==> src/rtl/mem_rd_burst_arbiter_if.sv <==
// mem_rd_burst_arbiter_if
//   Bundles the two burst command channels, the memory read port, the
//   AXI-Stream output and the busy flag of mem_rd_burst_arbiter.
//   master : the arbiter side (drives ready, read strobe/address, stream, busy)
//   slave  : the environment side (requesters, memory, stream sink)
interface mem_rd_burst_arbiter_if #(
    parameter int ADDR_WIDTH = 12,
    parameter int DATA_WIDTH = 32,
    parameter int LEN_WIDTH  = 8
);
    logic                    req0_valid;
    logic                    req0_ready;
    logic [ADDR_WIDTH-1:0]   req0_base;
    logic [LEN_WIDTH-1:0]    req0_len;
    logic                    req1_valid;
    logic                    req1_ready;
    logic [ADDR_WIDTH-1:0]   req1_base;
    logic [LEN_WIDTH-1:0]    req1_len;
    logic                    mem_rd_en;
    logic [ADDR_WIDTH-1:0]   mem_rd_addr;
    logic [DATA_WIDTH-1:0]   mem_rd_data;
    logic [DATA_WIDTH-1:0]   m_axis_tdata;
    logic [DATA_WIDTH/8-1:0] m_axis_tstrb;
    logic                    m_axis_tvalid;
    logic                    m_axis_tready;
    logic                    m_axis_tlast;
    logic                    m_axis_tdest;
    logic                    busy;

    modport master (
        input  req0_valid, req0_base, req0_len,
        input  req1_valid, req1_base, req1_len,
        input  mem_rd_data, m_axis_tready,
        output req0_ready, req1_ready, mem_rd_en, mem_rd_addr,
        output m_axis_tdata, m_axis_tstrb, m_axis_tvalid, m_axis_tlast, m_axis_tdest,
        output busy
    );

    modport slave (
        output req0_valid, req0_base, req0_len,
        output req1_valid, req1_base, req1_len,
        output mem_rd_data, m_axis_tready,
        input  req0_ready, req1_ready, mem_rd_en, mem_rd_addr,
        input  m_axis_tdata, m_axis_tstrb, m_axis_tvalid, m_axis_tlast, m_axis_tdest,
        input  busy
    );
endinterface

==> src/rtl/mem_rd_burst_arbiter.sv <==
// mem_rd_burst_arbiter
//   Shares a 1-cycle-latency memory read port between two burst requesters.
//   Commands are granted round-robin, one whole burst at a time; read data
//   is returned on an AXI-Stream master tagged with the channel (tdest) and
//   delimited by tlast. A small output FIFO absorbs stream backpressure and
//   reads are only issued when the FIFO has room for them (credit rule).
// Ports
//   s01_axis_aclk    clock, rising edge
//   s01_axis_areset  synchronous active-high reset
//   bus              mem_rd_burst_arbiter_if.master: command channels,
//                    memory read port, AXI-Stream output, busy
module mem_rd_burst_arbiter #(
    parameter int ADDR_WIDTH = 12,
    parameter int DATA_WIDTH = 32,
    parameter int LEN_WIDTH  = 8,
    parameter int FIFO_DEPTH = 4
) (
    input  logic                   s01_axis_aclk,
    input  logic                   s01_axis_areset,
    mem_rd_burst_arbiter_if.master bus
);
    localparam int PW = $clog2(FIFO_DEPTH);
    localparam int CW = PW + 1;
    localparam logic [CW:0] DEPTH_C = (CW+1)'(FIFO_DEPTH);

    typedef enum logic [1:0] {IDLE, BURST, DRAIN} state_t;

    typedef struct packed {
        logic [DATA_WIDTH-1:0] data;
        logic                  last;
        logic                  chan;
    } entry_t;

    state_t                state;
    logic                  last_grant;
    logic                  chan_q;
    logic [ADDR_WIDTH-1:0] cur_addr;
    logic [LEN_WIDTH-1:0]  len_q;
    logic [LEN_WIDTH-1:0]  beat;

    // Tag travelling alongside the read in flight
    logic                  rd_vld;
    logic                  rd_last;
    logic                  rd_chan;

    entry_t                fifo [FIFO_DEPTH];
    logic [PW-1:0]         wr_ptr;
    logic [PW-1:0]         rd_ptr;
    logic [CW-1:0]         count;

    logic                  grant_ch;
    logic                  accept;
    logic                  issue;
    logic                  issue_last;
    logic                  push;
    logic                  pop;
    logic                  tvalid;
    logic [CW:0]           occ;
    entry_t                head;

    always_comb begin
        // Tie goes to the channel that did not win last time
        grant_ch   = (bus.req0_valid && bus.req1_valid) ? ~last_grant : bus.req1_valid;
        accept     = !s01_axis_areset && (state == IDLE) && (bus.req0_valid || bus.req1_valid);
        // FIFO entries plus the read whose data is still on its way
        occ        = {1'b0, count} + {{CW{1'b0}}, rd_vld};
        issue      = !s01_axis_areset && (state == BURST) && (occ < DEPTH_C);
        issue_last = (beat == len_q);
        tvalid     = (count != '0);
        head       = fifo[rd_ptr];
        push       = rd_vld;
        pop        = tvalid && bus.m_axis_tready;
    end

    assign bus.req0_ready    = accept && !grant_ch;
    assign bus.req1_ready    = accept && grant_ch;
    assign bus.mem_rd_en     = issue;
    assign bus.mem_rd_addr   = issue ? cur_addr : '0;
    assign bus.m_axis_tvalid = tvalid;
    assign bus.m_axis_tdata  = tvalid ? head.data : '0;
    assign bus.m_axis_tlast  = tvalid && head.last;
    assign bus.m_axis_tdest  = tvalid && head.chan;
    assign bus.m_axis_tstrb  = tvalid ? '1 : '0;
    assign bus.busy          = (state != IDLE);

    always_ff @(posedge s01_axis_aclk) begin
        if (s01_axis_areset) begin
            state      <= IDLE;
            last_grant <= 1'b1;
            chan_q     <= 1'b0;
            cur_addr   <= '0;
            len_q      <= '0;
            beat       <= '0;
            rd_vld     <= 1'b0;
            rd_last    <= 1'b0;
            rd_chan    <= 1'b0;
            wr_ptr     <= '0;
            rd_ptr     <= '0;
            count      <= '0;
        end else begin
            rd_vld  <= issue;
            rd_last <= issue_last;
            rd_chan <= chan_q;

            if (push) begin
                fifo[wr_ptr] <= {bus.mem_rd_data, rd_last, rd_chan};
                wr_ptr       <= wr_ptr + PW'(1);
            end
            if (pop)
                rd_ptr <= rd_ptr + PW'(1);
            case ({push, pop})
                2'b10:   count <= count + CW'(1);
                2'b01:   count <= count - CW'(1);
                default: count <= count;
            endcase

            case (state)
                IDLE: if (accept) begin
                    cur_addr   <= grant_ch ? bus.req1_base : bus.req0_base;
                    len_q      <= grant_ch ? bus.req1_len  : bus.req0_len;
                    chan_q     <= grant_ch;
                    last_grant <= grant_ch;
                    beat       <= '0;
                    state      <= BURST;
                end
                BURST: if (issue) begin
                    cur_addr <= cur_addr + ADDR_WIDTH'(1);
                    beat     <= beat + LEN_WIDTH'(1);
                    if (issue_last)
                        state <= DRAIN;
                end
                DRAIN: if (pop && head.last)
                    state <= IDLE;
                default: state <= IDLE;
            endcase
        end
    end
endmodule

==> src/flat_wrapper.sv <==
// flat-port wrapper written by rule: the top's interface ports become plain ports
module mem_rd_burst_arbiter_flat 
#(
    parameter int ADDR_WIDTH = 12,
    parameter int DATA_WIDTH = 32,
    parameter int LEN_WIDTH  = 8,
    parameter int FIFO_DEPTH = 4
)
  (s01_axis_aclk, s01_axis_areset, bus_req0_valid, bus_req0_base, bus_req0_len, bus_req1_valid, bus_req1_base, bus_req1_len, bus_mem_rd_data, bus_m_axis_tready, bus_req0_ready, bus_req1_ready, bus_mem_rd_en, bus_mem_rd_addr, bus_m_axis_tdata, bus_m_axis_tstrb, bus_m_axis_tvalid, bus_m_axis_tlast, bus_m_axis_tdest, bus_busy);
  mem_rd_burst_arbiter_if #(.ADDR_WIDTH(ADDR_WIDTH), .DATA_WIDTH(DATA_WIDTH), .LEN_WIDTH(LEN_WIDTH)) bus_i ();
  input  logic s01_axis_aclk;
  input  logic s01_axis_areset;
  input wire logic [$bits(bus_i.req0_valid)-1:0] bus_req0_valid;
  input wire logic [$bits(bus_i.req0_base)-1:0] bus_req0_base;
  input wire logic [$bits(bus_i.req0_len)-1:0] bus_req0_len;
  input wire logic [$bits(bus_i.req1_valid)-1:0] bus_req1_valid;
  input wire logic [$bits(bus_i.req1_base)-1:0] bus_req1_base;
  input wire logic [$bits(bus_i.req1_len)-1:0] bus_req1_len;
  input wire logic [$bits(bus_i.mem_rd_data)-1:0] bus_mem_rd_data;
  input wire logic [$bits(bus_i.m_axis_tready)-1:0] bus_m_axis_tready;
  output wire logic [$bits(bus_i.req0_ready)-1:0] bus_req0_ready;
  output wire logic [$bits(bus_i.req1_ready)-1:0] bus_req1_ready;
  output wire logic [$bits(bus_i.mem_rd_en)-1:0] bus_mem_rd_en;
  output wire logic [$bits(bus_i.mem_rd_addr)-1:0] bus_mem_rd_addr;
  output wire logic [$bits(bus_i.m_axis_tdata)-1:0] bus_m_axis_tdata;
  output wire logic [$bits(bus_i.m_axis_tstrb)-1:0] bus_m_axis_tstrb;
  output wire logic [$bits(bus_i.m_axis_tvalid)-1:0] bus_m_axis_tvalid;
  output wire logic [$bits(bus_i.m_axis_tlast)-1:0] bus_m_axis_tlast;
  output wire logic [$bits(bus_i.m_axis_tdest)-1:0] bus_m_axis_tdest;
  output wire logic [$bits(bus_i.busy)-1:0] bus_busy;
  assign bus_i.req0_valid = bus_req0_valid;
  assign bus_i.req0_base = bus_req0_base;
  assign bus_i.req0_len = bus_req0_len;
  assign bus_i.req1_valid = bus_req1_valid;
  assign bus_i.req1_base = bus_req1_base;
  assign bus_i.req1_len = bus_req1_len;
  assign bus_i.mem_rd_data = bus_mem_rd_data;
  assign bus_i.m_axis_tready = bus_m_axis_tready;
  assign bus_req0_ready = bus_i.req0_ready;
  assign bus_req1_ready = bus_i.req1_ready;
  assign bus_mem_rd_en = bus_i.mem_rd_en;
  assign bus_mem_rd_addr = bus_i.mem_rd_addr;
  assign bus_m_axis_tdata = bus_i.m_axis_tdata;
  assign bus_m_axis_tstrb = bus_i.m_axis_tstrb;
  assign bus_m_axis_tvalid = bus_i.m_axis_tvalid;
  assign bus_m_axis_tlast = bus_i.m_axis_tlast;
  assign bus_m_axis_tdest = bus_i.m_axis_tdest;
  assign bus_busy = bus_i.busy;
  mem_rd_burst_arbiter #(.ADDR_WIDTH(ADDR_WIDTH), .DATA_WIDTH(DATA_WIDTH), .LEN_WIDTH(LEN_WIDTH), .FIFO_DEPTH(FIFO_DEPTH)) u_core (.s01_axis_aclk(s01_axis_aclk), .s01_axis_areset(s01_axis_areset), .bus(bus_i));
endmodule
==> config.mk <==
export PLATFORM = sky130hd
export DESIGN_NAME = mem_rd_burst_arbiter_flat
export DESIGN_NICKNAME = d
export VERILOG_FILES = /design/src/rtl/mem_rd_burst_arbiter_if.sv /design/src/rtl/mem_rd_burst_arbiter.sv /design/src/flat_wrapper.sv
export SDC_FILE = /design/constraint.sdc
export NUM_CORES = 1
export LEC_CHECK = 0
export ABC_AREA = 1
export CORE_MARGIN = 3
export CORE_UTILIZATION = 25
export DETAILED_ROUTE_END_ITERATION = 16
export SYNTH_ARGS = -nofsm -noshare
export SYNTH_HDL_FRONTEND = slang
export SYNTH_SLANG_ARGS = --single-unit
export TNS_END_PERCENT = 5
==> constraint.sdc <==
create_clock -name s01_axis_aclk -period 3 [get_ports s01_axis_aclk]
set_input_delay 0.45 -clock s01_axis_aclk [delete_from_list [all_inputs] [get_ports s01_axis_aclk]]
set_output_delay 0.45 -clock s01_axis_aclk [all_outputs]
set_load 0.03 [all_outputs]
# ---- Word-level counts from Yosys, hierarchy flattened
# Memory sizes are Yosys's and may differ from the RTL's. A register that Yosys moved wholly into a read port is not among the register bits.
# Cells that the tools add are included.
dict set report word_totals {
  wordCells 76
  ff_bits 42
  out_inout_bits 55
  inputBits 77
  mem_bits_rw 136
  mem_count 1
}
dict set report op_classes {
  n_lt_le_gt_ge 1
  mux 23
  reduce_logical 22
  bitwise 1
  n_eq_ne 9
  add_sub_neg 7
}
# memory words width read_ports rd_clocked_by_memory_dff write_ports line_no
set mem_list {}
lappend mem_list {u_core.fifo 4 34 1 1 1 mem_rd_burst_arbiter.sv:46} ;# entry_t fifo [FIFO_DEPTH];
# operator n
set ops {}
lappend ops {{12-bit two-way mux} 4}
lappend ops {{32-bit two-way mux} 1}
lappend ops {{8-bit two-way mux} 3}
lappend ops {{12-bit one-hot mux with 2 select lines} 1}
lappend ops {{8-bit one-hot mux with 2 select lines} 1}
lappend ops {{12-bit by 1-bit adder with 12-bit output (second input constant)} 1}
lappend ops {{2-bit two-way mux} 6}
lappend ops {{1-bit logical AND} 11}
lappend ops {{8-bit by 1-bit adder with 8-bit output (second input constant)} 1}
lappend ops {{8-bit equality test} 1}
lappend ops {{2-bit by 1-bit != test with 1-bit output (second input constant)} 4}
lappend ops {{2-bit one-hot mux with 3 select lines} 1}
lappend ops {{3-bit one-hot mux with 2 select lines} 1}
lappend ops {{2-bit nonzero test} 3}
lappend ops {{2-bit by 1-bit adder with 2-bit output (second input constant)} 2}
lappend ops {{3-bit by 1-bit adder with 4-bit output} 1}
lappend ops {{2-bit by 1-bit equality test with 1-bit output (second input constant)} 2}
lappend ops {{2-bit equality test (second input constant)} 2}
lappend ops {{4-bit by 3-bit < comparator with 1-bit output (second input constant)} 1}
lappend ops {{1-bit two-way mux} 4}
lappend ops {{4-bit two-way mux} 1}
lappend ops {{4-bit AND reduction} 1}
lappend ops {{3-bit by 1-bit adder with 3-bit output (second input constant)} 1}
lappend ops {{3-bit AND reduction} 1}
lappend ops {{7 further kinds} 8}

# ---- Depth between registers and ports, before layout
dict set report logic_depth {
  depth_word 5
  mapped_depth 11
  ltp_nobuf 11
}

# ---- Worst setup path before layout
# OpenSTA, ideal clock, no wires.
dict set report synth_timing {
  path_type {in2reg}
  start {input s01_axis_areset}
  end {memory u_core.fifo[0][0] in the netlist's numbering, enable pin}
  required_ns 2.575
  setup_ns 0.425
  arrival_time_ns 2.300
  n_path_buf 1
  setup_slack_ns 0.275
  stages 4
  path_cell_list {inv_2 > clkbuf_1 > nand2_1 > nor2_1}
}
dict set report synth_via {
  elab_chain_cells 2
}
# item line_no
set synth_rtl {}
lappend synth_rtl {{from (decl)} flat_wrapper.sv:12} ;# input logic s01_axis_areset;
lappend synth_rtl {{1-bit two-way mux} mem_rd_burst_arbiter.sv:87} ;# if (s01_axis_areset) begin
lappend synth_rtl {{1-bit two-way mux (implied by the code)} mem_rd_burst_arbiter.sv:106} ;# fifo[wr_ptr] <= {bus.mem_rd_data, rd_last, rd_chan};
lappend synth_rtl {{to (decl)} mem_rd_burst_arbiter.sv:46}
# No other way between the ends.

# ---- Final worst setup path
dict set report layout_timing {
  start {register u_core.state[0]}
  end {output bus_mem_rd_addr[7]}
}
dict set report layout_via {
  elab_chain_cells 4
}
# item line_no
set layout_rtl {}
lappend layout_rtl {{from (decl)} mem_rd_burst_arbiter.sv:34} ;# state_t state;
lappend layout_rtl {{from (signal assigned)} mem_rd_burst_arbiter.sv:88} ;# state <= IDLE;
lappend layout_rtl {{from (signal assigned)} mem_rd_burst_arbiter.sv:124} ;# state <= BURST;
lappend layout_rtl {{from (signal assigned)} mem_rd_burst_arbiter.sv:130} ;# state <= DRAIN;
lappend layout_rtl {{2-bit by 1-bit equality test with 1-bit output} mem_rd_burst_arbiter.sv:67} ;# issue = !s01_axis_areset && (state == BURST) && (occ < DEPTH_C);
lappend layout_rtl {{1-bit logical AND (2 in series)} mem_rd_burst_arbiter.sv:67}
lappend layout_rtl {{12-bit two-way mux} mem_rd_burst_arbiter.sv:78} ;# assign bus.mem_rd_addr = issue ? cur_addr : '0;
lappend layout_rtl {{to (decl)} flat_wrapper.sv:24} ;# output wire logic [$bits(bus_i.mem_rd_addr)-1:0] bus_mem_rd_addr;
# No other way between the ends.

==> impl_results.md <==
- Status: complete, no violations
- Longest Clk Path Bufs: 2
- Slew @ Worst Pin: 0.641 ns
- RSZ-0062 raised after global routing: no
- Vias: 6165
- Pin count of the biggest net entering global routing: 49
- Synth Instances: 863
- Register area: 4970 µm²
- Peak Freq: 352 MHz
- FF-to-FF path depth: 9
- Number of distinct library cells after synthesis: 32
- Routed WL: 20.3 mm
- Initial antenna violation count: 1
- Worst Setup Path Type: flip-flop to output pin
- Synth Register Bits: 180
- Max transition margin: 0.572
- CTS Root Cell: clkbuf_16
- Final setup vio count: 0
- Post-CTS setup-driven buffer insertion count: 0
- Final worst-path cycle share: 0.947
- MaxCap Viol Count: 0
- Yosys Warn Count: 0
- Share of layout cells above drive strength 1: 0.100
- Layout area overhead: 29.9%
- Most frequent cell after synthesis: nor2_1
- Initial core utilization: 0.258
- Total design power: 8.61 mW
- Synth Flop Type: edfxtp_1
- Element type at the critical path end: output pin
- Endpoints failing hold: 0
- Clock Sinks: 180
- CTS Hold Bufs: 0
- Number of global-route vias before repair: 5950
- Hold depth: 2
- Most common library cells after synthesis: 217 x nor2_1, 136 x edfxtp_1, 136 x nand2_1
- Setup TNS Final: 0 ns
- Max Slew Vio Count: 0
- Worst skew pair latency: 0.43 ns
- Largest area contributor in the netlist: edfxtp_1
- DRC: 0
- First-pass GRT wire length: 31.9 mm
- WP data required: 2.55 ns
- Peak supply drop: 452 µV
- Crit path arrival time: 2.39 ns
- Post-synth top area share: 0.510
- Post-Route Skew: 0.0177 ns
- HP Class: flip-flop to flip-flop
- Post_cts resized: 0
- DP Area: 9840 µm²
- Critical path launch point type: flip-flop
- Pleak: 3.79 nW
- RePlAce Congestion: 0.825
- Drt first pass iters: 6
- PwrDens: 827 nW/µm²
- Total GRT Usage: 0.119
- Sequential fraction of the synthesis area: 0.619
- EDFF count, synth: 136
- Core Rows: 64
- DRT iter0 DRCs: 393
- Port Buffer Count: 131
- Layout Nets: 1079
- CTS tree: done
- Post-route cell area: 10400 µm²
- Area of the multi-input gates: 2610 µm²
- Gr ovfl total: 0
- Largest cells by area after synthesis: edfxtp_1 51%, dfxtp_1 11%, nor2_1 10%
- Synth Net Count: 948
- Worst-path clk slew: 0.08 ns
- Final min period: 2.84 ns
- Die area: 34200 µm²
- Netlist Area Pre-Place: 8020 µm²
- Die width: 185 µm
- Mean Syn Cell Area: 9.29 µm²
- Die height: 185 µm
- Wire per inst: 14.4 µm
- H-tree Lvls: 4
- DP Wirelength: 13.2 mm
- Core Region: 31100 µm²
- Crit path max fanout: 17
- # diodes: 0
- DR vias/cell: 4.39
- Filler instances: 3183
- Antenna Nets Post-Route: 0
- Num ports: 132
- Post-synth ARST share: 0
- CTS buffer count: 17
worst max-delay path: stages, from the launching register on:
cell             delay (ns)
dfxtp_1                0.41
inv_2                  0.08
nor2_4                 0.09
inv_2                  0.14
nor2_1                 0.12
o21ai_1                0.10
buf_4                  0.19
nor2_1                 0.12
clkdlybuf4s50_1        0.70
final cells by class:
cell class,instances,share of cell area
sequential,180,0.477
multi-input combinational,570,0.250
timing repair buffer,155,0.145
tap,396,0.0476
clock buffer,17,0.0409
inverter,70,0.0252
clock inverter,15,0.0136
power breakdown:
part           total [mW]  internal [mW]  switching, mW  leakage (nW)
Clock                2.12           1.10           1.03         0.273
Combinational        3.43           1.22           2.21          1.93
Sequential           3.06           2.89          0.172          1.59
path summary, 6_finish.rpt:
check / end / slack (ns) / from
worst max register to register: u_core.count[2] / 1.01 / u_core.count[0]
worst min register to register: flip-flop / 0.46 / u_core.rd_ptr[1]
worst max-delay path: bus_mem_rd_addr[7] / 0.16 / u_core.state[0]
worst min-delay path: flip-flop / 0.46 / u_core.rd_ptr[1]
state kept, by name, indices dropped and copies added, names as in the netlist, named ones only:
| signal | cells |
|---|---|
| u_core.cur_addr | 12 |
| u_core.wr_ptr | 2 |
| u_core.state | 2 |
| u_core.chan_q | 1 |
| u_core.rd_chan | 1 |
| u_core.beat | 8 |
| u_core.rd_ptr | 2 |
| u_core.push | 1 |
| u_core.last_grant | 1 |
| u_core.rd_last | 1 |
| u_core.count | 3 |
| u_core.fifo | 136 |
| u_core.len_q | 8 |
stage by stage:
step	cells	utilization	hold slack (ns)	setup slack (ns)
global placement	1371	0.317	0.443	0.367
floorplan	863	-	0.409	0.275
global route	1403	0.335	0.496	0.0310
CTS	1403	0.335	0.472	0.122
finish	1403	0.335	0.464	0.160
detailed placement	1371	0.317	0.459	0.301
layout by cell type (no fill, tap or decap), drive strengths merged, types with 3 or more instances in the layout:
master         netlist  routed
a21oi               55      55
a31oi                9       9
buf                 21      46
clkbuf              22      17
clkdlybuf4s50        0     109
clkinv               0       6
clkinvlp             0       3
dfxtp               44      44
edfxtp             136     136
ha                   7       7
inv                 70      76
nand2              136     136
nand3               18      18
nand4                4       4
nor2               221     221
nor3                 3       3
o21ai              107     107
layer usage:
metal,vias to the layer above,track usage,part of all wire
met2,155,0.201,0.49
met4,2,0.0225,0.0025
li1,3129,-,-
met1,2875,0.153,0.46
met3,4,0.0342,0.054
met5,-,0,0.00064
cell families after synthesis:
| logic type | share of synthesized area |
|---|---|
| AO/OA/AOI/OAI | 0.112 |
| XOR/XNOR | 0.00328 |
| adder cells (fa/ha/maj) | 0.0134 |
| buffers and inverters | 0.0592 |
| flip-flops | 0.619 |
| AND/OR/NAND/NOR | 0.192 |
(Power assumes the default switching activity.)
